===== config.mk =====
export PLATFORM = sky130hd
export DESIGN_NAME = addsub_accum
export DESIGN_NICKNAME = d
export VERILOG_FILES = /design/src/rtl/addsub_pkg.sv /design/src/rtl/addsub_core.sv /design/src/rtl/addsub_accum.sv
export SDC_FILE = /design/constraint.sdc
export NUM_CORES = 1
export LEC_CHECK = 0
export ABC_AREA = 1
export CAP_MARGIN = 5
export CORE_MARGIN = 5
export CORE_UTILIZATION = 63
export CTS_CLUSTER_DIAMETER = 200
export DETAILED_ROUTE_END_ITERATION = 16
export DONT_BUFFER_PORTS = 1
export PLACE_DENSITY = 0.86
export SYNTH_ARGS = -nofsm -noshare
export SYNTH_HDL_FRONTEND = slang
export SYNTH_SLANG_ARGS = --single-unit

===== constraint.sdc =====
create_clock -name clk -period 2.85 [get_ports clk]
set_clock_uncertainty 0.2 [all_clocks]
set_input_delay 0.1425 -clock clk [delete_from_list [all_inputs] [get_ports clk]]
set_output_delay 0.1425 -clock clk [all_outputs]
set_load 0.05 [all_outputs]

===== src/rtl/addsub_pkg.sv =====
// Shared definitions for the add/sub accumulator slice.
//   state_e        : accumulator FSM states
//   DEFAULT_WIDTH  : default operand/accumulator width
//   most_pos/neg   : two's-complement extreme values for a given width,
//                    returned in 32 bits; callers truncate to their width.
package addsub_pkg;

  typedef enum logic [1:0] {
    IDLE = 2'd0,
    CALC = 2'd1,
    RESP = 2'd2
  } state_e;

  localparam int unsigned DEFAULT_WIDTH = 4;

  function automatic logic [31:0] most_pos(input int unsigned width);
    return (32'd1 << (width - 1)) - 32'd1;
  endfunction

  function automatic logic [31:0] most_neg(input int unsigned width);
    return 32'd1 << (width - 1);
  endfunction

endpackage


===== src/rtl/addsub_core.sv =====
// Combinational two's-complement add/subtract with signed overflow.
//   l_i   : left operand
//   b_i   : right operand
//   sub_i : 0 = l_i + b_i, 1 = l_i - b_i
//   r_o   : result truncated to WIDTH (carry-out discarded)
//   ovf_o : signed overflow of this operation
module addsub_core
  import addsub_pkg::*;
#(
  parameter int unsigned WIDTH = DEFAULT_WIDTH
) (
  input  logic [WIDTH-1:0] l_i,
  input  logic [WIDTH-1:0] b_i,
  input  logic             sub_i,
  output logic [WIDTH-1:0] r_o,
  output logic             ovf_o
);

  logic [WIDTH-1:0] b_eff;
  logic [WIDTH-1:0] cin;

  always_comb begin
    b_eff = sub_i ? ~b_i : b_i;
    cin   = {{(WIDTH-1){1'b0}}, sub_i};
    r_o   = l_i + b_eff + cin;
    // Overflow judged on the effective operand, so subtracting the most
    // negative value follows the same rule as any other operand.
    ovf_o = (l_i[WIDTH-1] == b_eff[WIDTH-1]) && (r_o[WIDTH-1] != l_i[WIDTH-1]);
  end

endmodule


===== src/rtl/addsub_accum.sv =====
// Registered add/sub accumulator with valid/ready command and response
// handshakes. Each accepted command is applied in CALC and reported in RESP.
//   clk, rst_n     : clock, asynchronous active-low reset
//   in_valid/ready : command handshake (in_b, in_sub, in_clr)
//   out_valid/ready: response handshake (out_acc, out_ovf)
//   ovf_sticky     : OR of out_ovf since reset or the last in_clr command
// Optional feature: define ADDSUB_ACCUM_SAT_EN to saturate acc on overflow
// instead of wrapping.
module addsub_accum
  import addsub_pkg::*;
#(
  parameter int unsigned WIDTH = DEFAULT_WIDTH
) (
  input  logic             clk,
  input  logic             rst_n,
  input  logic             in_valid,
  output logic             in_ready,
  input  logic [WIDTH-1:0] in_b,
  input  logic             in_sub,
  input  logic             in_clr,
  output logic             out_valid,
  input  logic             out_ready,
  output logic [WIDTH-1:0] out_acc,
  output logic             out_ovf,
  output logic             ovf_sticky
);

  state_e           state_q;
  logic [WIDTH-1:0] b_q;
  logic             sub_q;
  logic             clr_q;
  logic [WIDTH-1:0] acc_q;
  logic [WIDTH-1:0] acc_d;
  logic             ovf_q;
  logic             sticky_q;
  logic             in_ready_q;
  logic             out_valid_q;

  logic [WIDTH-1:0] lhs;
  logic [WIDTH-1:0] res;
  logic             ovf;

  assign lhs = clr_q ? '0 : acc_q;

  addsub_core #(
    .WIDTH(WIDTH)
  ) u_core (
    .l_i  (lhs),
    .b_i  (b_q),
    .sub_i(sub_q),
    .r_o  (res),
    .ovf_o(ovf)
  );

`ifdef ADDSUB_ACCUM_SAT_EN
  localparam logic [WIDTH-1:0] MAX_POS = WIDTH'(most_pos(WIDTH));
  localparam logic [WIDTH-1:0] MAX_NEG = WIDTH'(most_neg(WIDTH));

  // Overflow direction follows the sign of the left operand.
  always_comb begin
    acc_d = res;
    if (ovf) acc_d = lhs[WIDTH-1] ? MAX_NEG : MAX_POS;
  end
`else
  always_comb begin
    acc_d = res;
  end
`endif

  always_ff @(posedge clk or negedge rst_n) begin
    if (!rst_n) begin
      state_q     <= IDLE;
      b_q         <= '0;
      sub_q       <= 1'b0;
      clr_q       <= 1'b0;
      acc_q       <= '0;
      ovf_q       <= 1'b0;
      sticky_q    <= 1'b0;
      in_ready_q  <= 1'b1;
      out_valid_q <= 1'b0;
    end else begin
      unique case (state_q)
        IDLE: begin
          if (in_valid) begin
            b_q        <= in_b;
            sub_q      <= in_sub;
            clr_q      <= in_clr;
            state_q    <= CALC;
            in_ready_q <= 1'b0;
          end
        end
        CALC: begin
          acc_q       <= acc_d;
          ovf_q       <= ovf;
          sticky_q    <= clr_q ? ovf : (sticky_q | ovf);
          state_q     <= RESP;
          out_valid_q <= 1'b1;
        end
        RESP: begin
          if (out_ready) begin
            state_q     <= IDLE;
            out_valid_q <= 1'b0;
            in_ready_q  <= 1'b1;
          end
        end
        default: begin
          state_q     <= IDLE;
          out_valid_q <= 1'b0;
          in_ready_q  <= 1'b1;
        end
      endcase
    end
  end

  assign in_ready   = in_ready_q;
  assign out_valid  = out_valid_q;
  assign out_acc    = acc_q;
  assign out_ovf    = ovf_q;
  assign ovf_sticky = sticky_q;

endmodule


==> results of run 1 <==
## per-layer routing
metal	GRT usage [%]	part of all wire [%]	up-vias
met5	0	0	-
met4	9.66	2.9	0
met3	7.51	6.6	7
met2	35.2	52	25
met1	23.7	39	336
li1	-	-	339
## cell type report
cell class | count | area [um^2] | area share [%]
clock buffers | 4 | 26.3 | 2.72
inverters | 13 | 48.8 | 5.06
multi-input cells | 70 | 359 | 37.2
flip-flops and latches | 16 | 402 | 41.6
well taps | 15 | 18.8 | 1.95
repair buffers | 11 | 110 | 11.4
## synth_stat cells
cell,n
nand3_2,2
a21oi_1,2
nor2_1,4
xnor2_1,1
dfrtp_1,15
o21ai_0,11
ha_1,2
clkbuf_1,1
buf_2,1
or2_1,1
or2_2,1
xor2_1,2
nand3_1,7
nand2_1,34
dfstp_2,1
fa_1,1
inv_1,13
nand2_2,2
## per-stage QoR
stage / area (um^2) / worst slack, ns / hold WS [ns] / cells / util (%)
after floorplan: 818 / 1.00 / -0.353 / 101 / -
after CTS: 965 / 0.830 / 0.0403 / 129 / 76.0
after global placement: 828 / 0.936 / -0.353 / 114 / 65.3
final: 965 / 0.834 / 0.0342 / 129 / 76.0
after global routing: 965 / 0.684 / 0.103 / 129 / 76.0
after detailed placement: 828 / 0.859 / -0.353 / 114 / 65.3
## path summary, 6_finish.rpt
check,end,cells after the start
setup / recovery,out_ovf$_DFFE_PN0P_,7
hold / removal,state_q[0]$_DFFE_PN0P_,2
setup reg to reg,out_ovf$_DFFE_PN0P_,7
hold reg to reg,state_q[1]$_DFFE_PN0P_,1
max in group asynchronous,out_valid$_DFFE_PN0P_,1
min in group asynchronous,out_acc[1]$_DFFE_PN0P_,1
## state kept, by name, summed over array words and instances (netlist names)
name,flops
state_q,2
out_ovf,1
b_q,4
sub_q,1
out_acc,4
out_valid,1
clr_q,1
ovf_sticky,1
in_ready,1
## kinds of logic (layout without fill, tap and decap cells)
family | Yosys count | in the layout
compound gates | 13 | 13
xor+xnor | 3 | 3
fa+ha+maj | 3 | 3
buf+inv | 15 | 28
simple gates | 51 | 51
flops | 16 | 16
==> out/summary.txt, run 1 <==
Initial antenna violation count = 0
WP buf/inv = 1
GRT overflow = 0
Chip height = 46.0 um
WL/cell = 13.6 um
RSZ-0062 raised after global routing = no
Post-synthesis mux area share = 0%
Area Growth Syn to Fin = 17.9%
Syn Area/Cell = 8.10 um^2
IO Pins = 18
Final hold violation count = 0
Critical path arrival = 1.99 ns
Crit path max fanout = 3
Post-synthesis compound-gate area fraction = 7.95%
Maxcap violations = 0
Starting Density = 64.5%
Detailed placement HPWL = 1160 um
Simple-gate share of the synthesized area = 27.2%
CP endpoint kind = flip-flop
Port Buffers = 0
Number of gates resized after cts = 0
Sequential share of the synthesized area = 49.1%
# rows = 13
Layout cells sized above 1 = 7.89%
Post CTS Setup Buffer Count = 0
Hold WC Path Type = input port to flip-flop
Inserted Clock Buffers = 3
Most common cell after layout, fill and taps aside = nand2_1
CP required = 2.83 ns
Status = completed
R2r startpoint = out_acc[2]$_DFFE_PN0P_
Antenna diode count = 0
Synth top area share = 45.9%
Total number of vias = 707
Mapped Nets = 114
Fill count = 87
Transition time of the tightest slew-check pin = 0.685 ns
CP max stage delay = 0.67 ns
Clk root buf = clkbuf_4
Worst R2R Setup Slack = 0.83 ns
CP Launch Type = flip-flop
Slew HR = 54.2%
Post-Synthesis Cell Area = 818 um^2
Adder-cell share of the synthesized area = 5.50%
Routed Antenna Nets = 0
DRC viols = 0
GRT Util Overall = 21.1%
Fmax = 496 MHz
First-pass GRT wire length = 3040 um
Via/cell ratio = 5.48
Clk buf depth = 2
CTS tree = done
Synth area leaders = dfrtp_1 (46%), nand2_1 (16%), o21ai_0 (6.7%)
Register bit total from synthesis = 16
Delay-heaviest family, CP = flip-flops
DIE AREA = 2120 um^2
Kind of critical path = flip-flop to flip-flop
Final net count = 128
CP Launch Point = out_acc[2]$_DFFE_PN0P_
Ys Warns = 0
Worst-path clk slew = 0.10 ns
Core box area = 1270 um^2
Most frequent cells in the layout = nand2_1 (34), dfrtp_1 (15), inv_1 (13)
Die Wd = 46.0 um
GPL Wtd Cong = 0.741
H-tree depth = 1
Crit path cell chain = inv_1 > nor2_1 > ha_1 > a21oi_1 > nand3_1 > nand3_2 > nand2_1
Yosys top cell by area = dfrtp_1
Setup TNS = 0 ns
Largest net degree at the start of global routing = 17
Cell variety after synth = 18
CTS sink cnt = 16
Vias in the first global route = 706
Pre-Repair DR Iteration Count = 4
Routed WL = 1760 um
Final Max Slew Viols = 0
HP Start = in_valid
First DRT Iteration DRCs = 34
Final setup vio count = 0
Cells after Synth = 101
Slowest CP cell = dfrtp_1
Xor-xnor portion of the synthesized cell area = 3.21%
Final period utilization = 70.7%
Largest family of logic cells by synthesized area = simple AND/OR/NAND/NOR gates
Clk Latency, worst-skew pair = 0.29 ns
CTS hold repair buffers = 11
Final min period = 2.02 ns
Power of run 1 is not shown: default switching activity piles up to over one toggle a cycle in this logic, so the estimate is an artifact.
==> run 2: changes to the inputs <==
- CORE_UTILIZATION: 63 -> 59
- PLACE_DENSITY: 0.86 -> 0.82
- clock period: 2.85 -> 2 ns (I/O delays scaled with it)
==> run 2 against run 1 <==
Effect of this change: sequential share of layout area shrank 2.1 points; cell count grew 3.9%; critical endpoint is now b_q[1]$_DFFE_PN0P_; non-clock buffer count up 5; register-to-register slack worse by 0.67 ns; routed wire length decreased by 9.8%; global-route usage is 2.5 points lower; core utilization grew 1.9 points; first-iteration DRC count decreased by 53%.
==> out/summary.txt, run 2 (synthesis gave the netlist of run 1 again) <==
Status = completed
First-pass GRT wire length = 2790 um
IO Pins = 18
Starting Density = 62.9%
Detailed placement HPWL = 1160 um
Post CTS Setup Buffer Count = 0
Vias in the first global route = 677
CP endpoint kind = flip-flop
Slew HR = 53.5%
GPL Wtd Cong = 0.780
CTS sink cnt = 16
Kind of critical path = flip-flop to flip-flop
FF-to-FF End = b_q[1]$_DFFE_PN0P_
CTS hold repair buffers = 12
GRT overflow = 0
Final net count = 133
WL/cell = 11.8 um
H-tree depth = 1
Antenna diode count = 0
Total number of vias = 679
CP Launch Type = flip-flop
Transition time of the tightest slew-check pin = 0.695 ns
Worst-path clk slew = 0.09 ns
Inserted Clock Buffers = 3
Clk buf depth = 2
Chip height = 47.2 um
Pre-Repair DR Iteration Count = 4
Via/cell ratio = 5.07
Final Max Slew Viols = 0
CTS tree = done
Most frequent cells in the layout = nand2_1 (34), dfrtp_1 (15), inv_1 (13)
Hold WC Path Type = input port to asynchronous set/reset pin
CP Launch Point = state_q[1]$_DFFE_PN0P_
Most common cell after layout, fill and taps aside = nand2_1
Die Wd = 47.2 um
Setup TNS = 0 ns
Fmax = 546 MHz
Number of gates resized after cts = 0
Clk Latency, worst-skew pair = 0.28 ns
First DRT Iteration DRCs = 16
Final setup vio count = 0
Worst R2R Setup Slack = 0.17 ns
Initial antenna violation count = 0
Core box area = 1300 um^2
Reg2Reg Depth = 6
R2r startpoint = state_q[1]$_DFFE_PN0P_
Crit path max fanout = 11
CP required = 2.02 ns
DRC viols = 0
Area Growth Syn to Fin = 24.0%
Clk root buf = clkbuf_4
Routed WL = 1580 um
RSZ-0062 raised after global routing = no
Routed Antenna Nets = 0
GRT Util Overall = 18.6%
Largest net degree at the start of global routing = 17
Fill count = 80
Final period utilization = 91.6%
Layout cells sized above 1 = 11.8%
Maxcap violations = 0
Setup crit end = b_q[1]$_DFFE_PN0P_
DIE AREA = 2230 um^2
Final min period = 1.83 ns
Port Buffers = 0
# rows = 13
Final hold violation count = 0
Critical path arrival = 1.85 ns
-- run 2: cell types whose count changed in the layout (fill, tap and decap cells not counted), sizes merged --
cell,before,now
buf,0,4
dlygate4sd3,11,12
-- run 2: cell type report --
cell class	count	area, um^2	area share, %
multi-input cells	70	359	35.4
repair buffers	16	150	14.8
clock buffers	4	36.3	3.58
flip-flops and latches	16	402	39.6
inverters	13	48.8	4.81
well taps	15	18.8	1.85
-- run 2: worst max-delay path: stages, from the launching register on --
cell and delay [ns]:
dfrtp_1 0.40, nor2_1 0.10, nand2_1 0.11, inv_1 0.24
nand2_1 0.08, nand2_1 0.08, dlygate4sd3_1 0.56
-- run 2: worst min-delay path by stage --
stage / cells past startpoint / start / endpoint / slack (ns)
global placement: 0 / rst_n / out_acc[1]$_DFFE_PN0P_ / -0.40
CTS: 1 / rst_n / out_acc[0]$_DFFE_PN0P_ / 0.12
finish: 1 / rst_n / out_acc[0]$_DFFE_PN0P_ / 0.09
global route: 1 / rst_n / ovf_sticky$_DFFE_PN0P_ / 0.15
detailed placement: 0 / rst_n / ovf_sticky$_DFFE_PN0P_ / -0.40
floorplan: 0 / rst_n / b_q[0]$_DFFE_PN0P_ / -0.40
-- run 2: layer usage --
| metal | vias up | wire length (um) | global-route usage, % |
|---|---|---|---|
| met5 | - | 0 | 0 |
| met3 | 4 | 104 | 2.68 |
| met2 | 18 | 765 | 28.9 |
| met1 | 306 | 676 | 24.2 |
| met4 | 0 | 38 | 11.6 |
| li1 | 351 | - | - |
-- run 2: through the flow --
step                      utilization, %  worst slack, ns  hold slack [ns]  area [um^2]  std cells
final                               78.0            0.169           0.0948         1010        134
after floorplan                        -            0.153           -0.396          818        101
after detailed placement            66.0            0.172           -0.395          858        118
after CTS                           78.0            0.154            0.119         1010        134
after global routing                78.0           0.0116            0.154         1010        134
after global placement              66.0            0.212           -0.395          858        118
Power of run 2 is left out for the same reason.
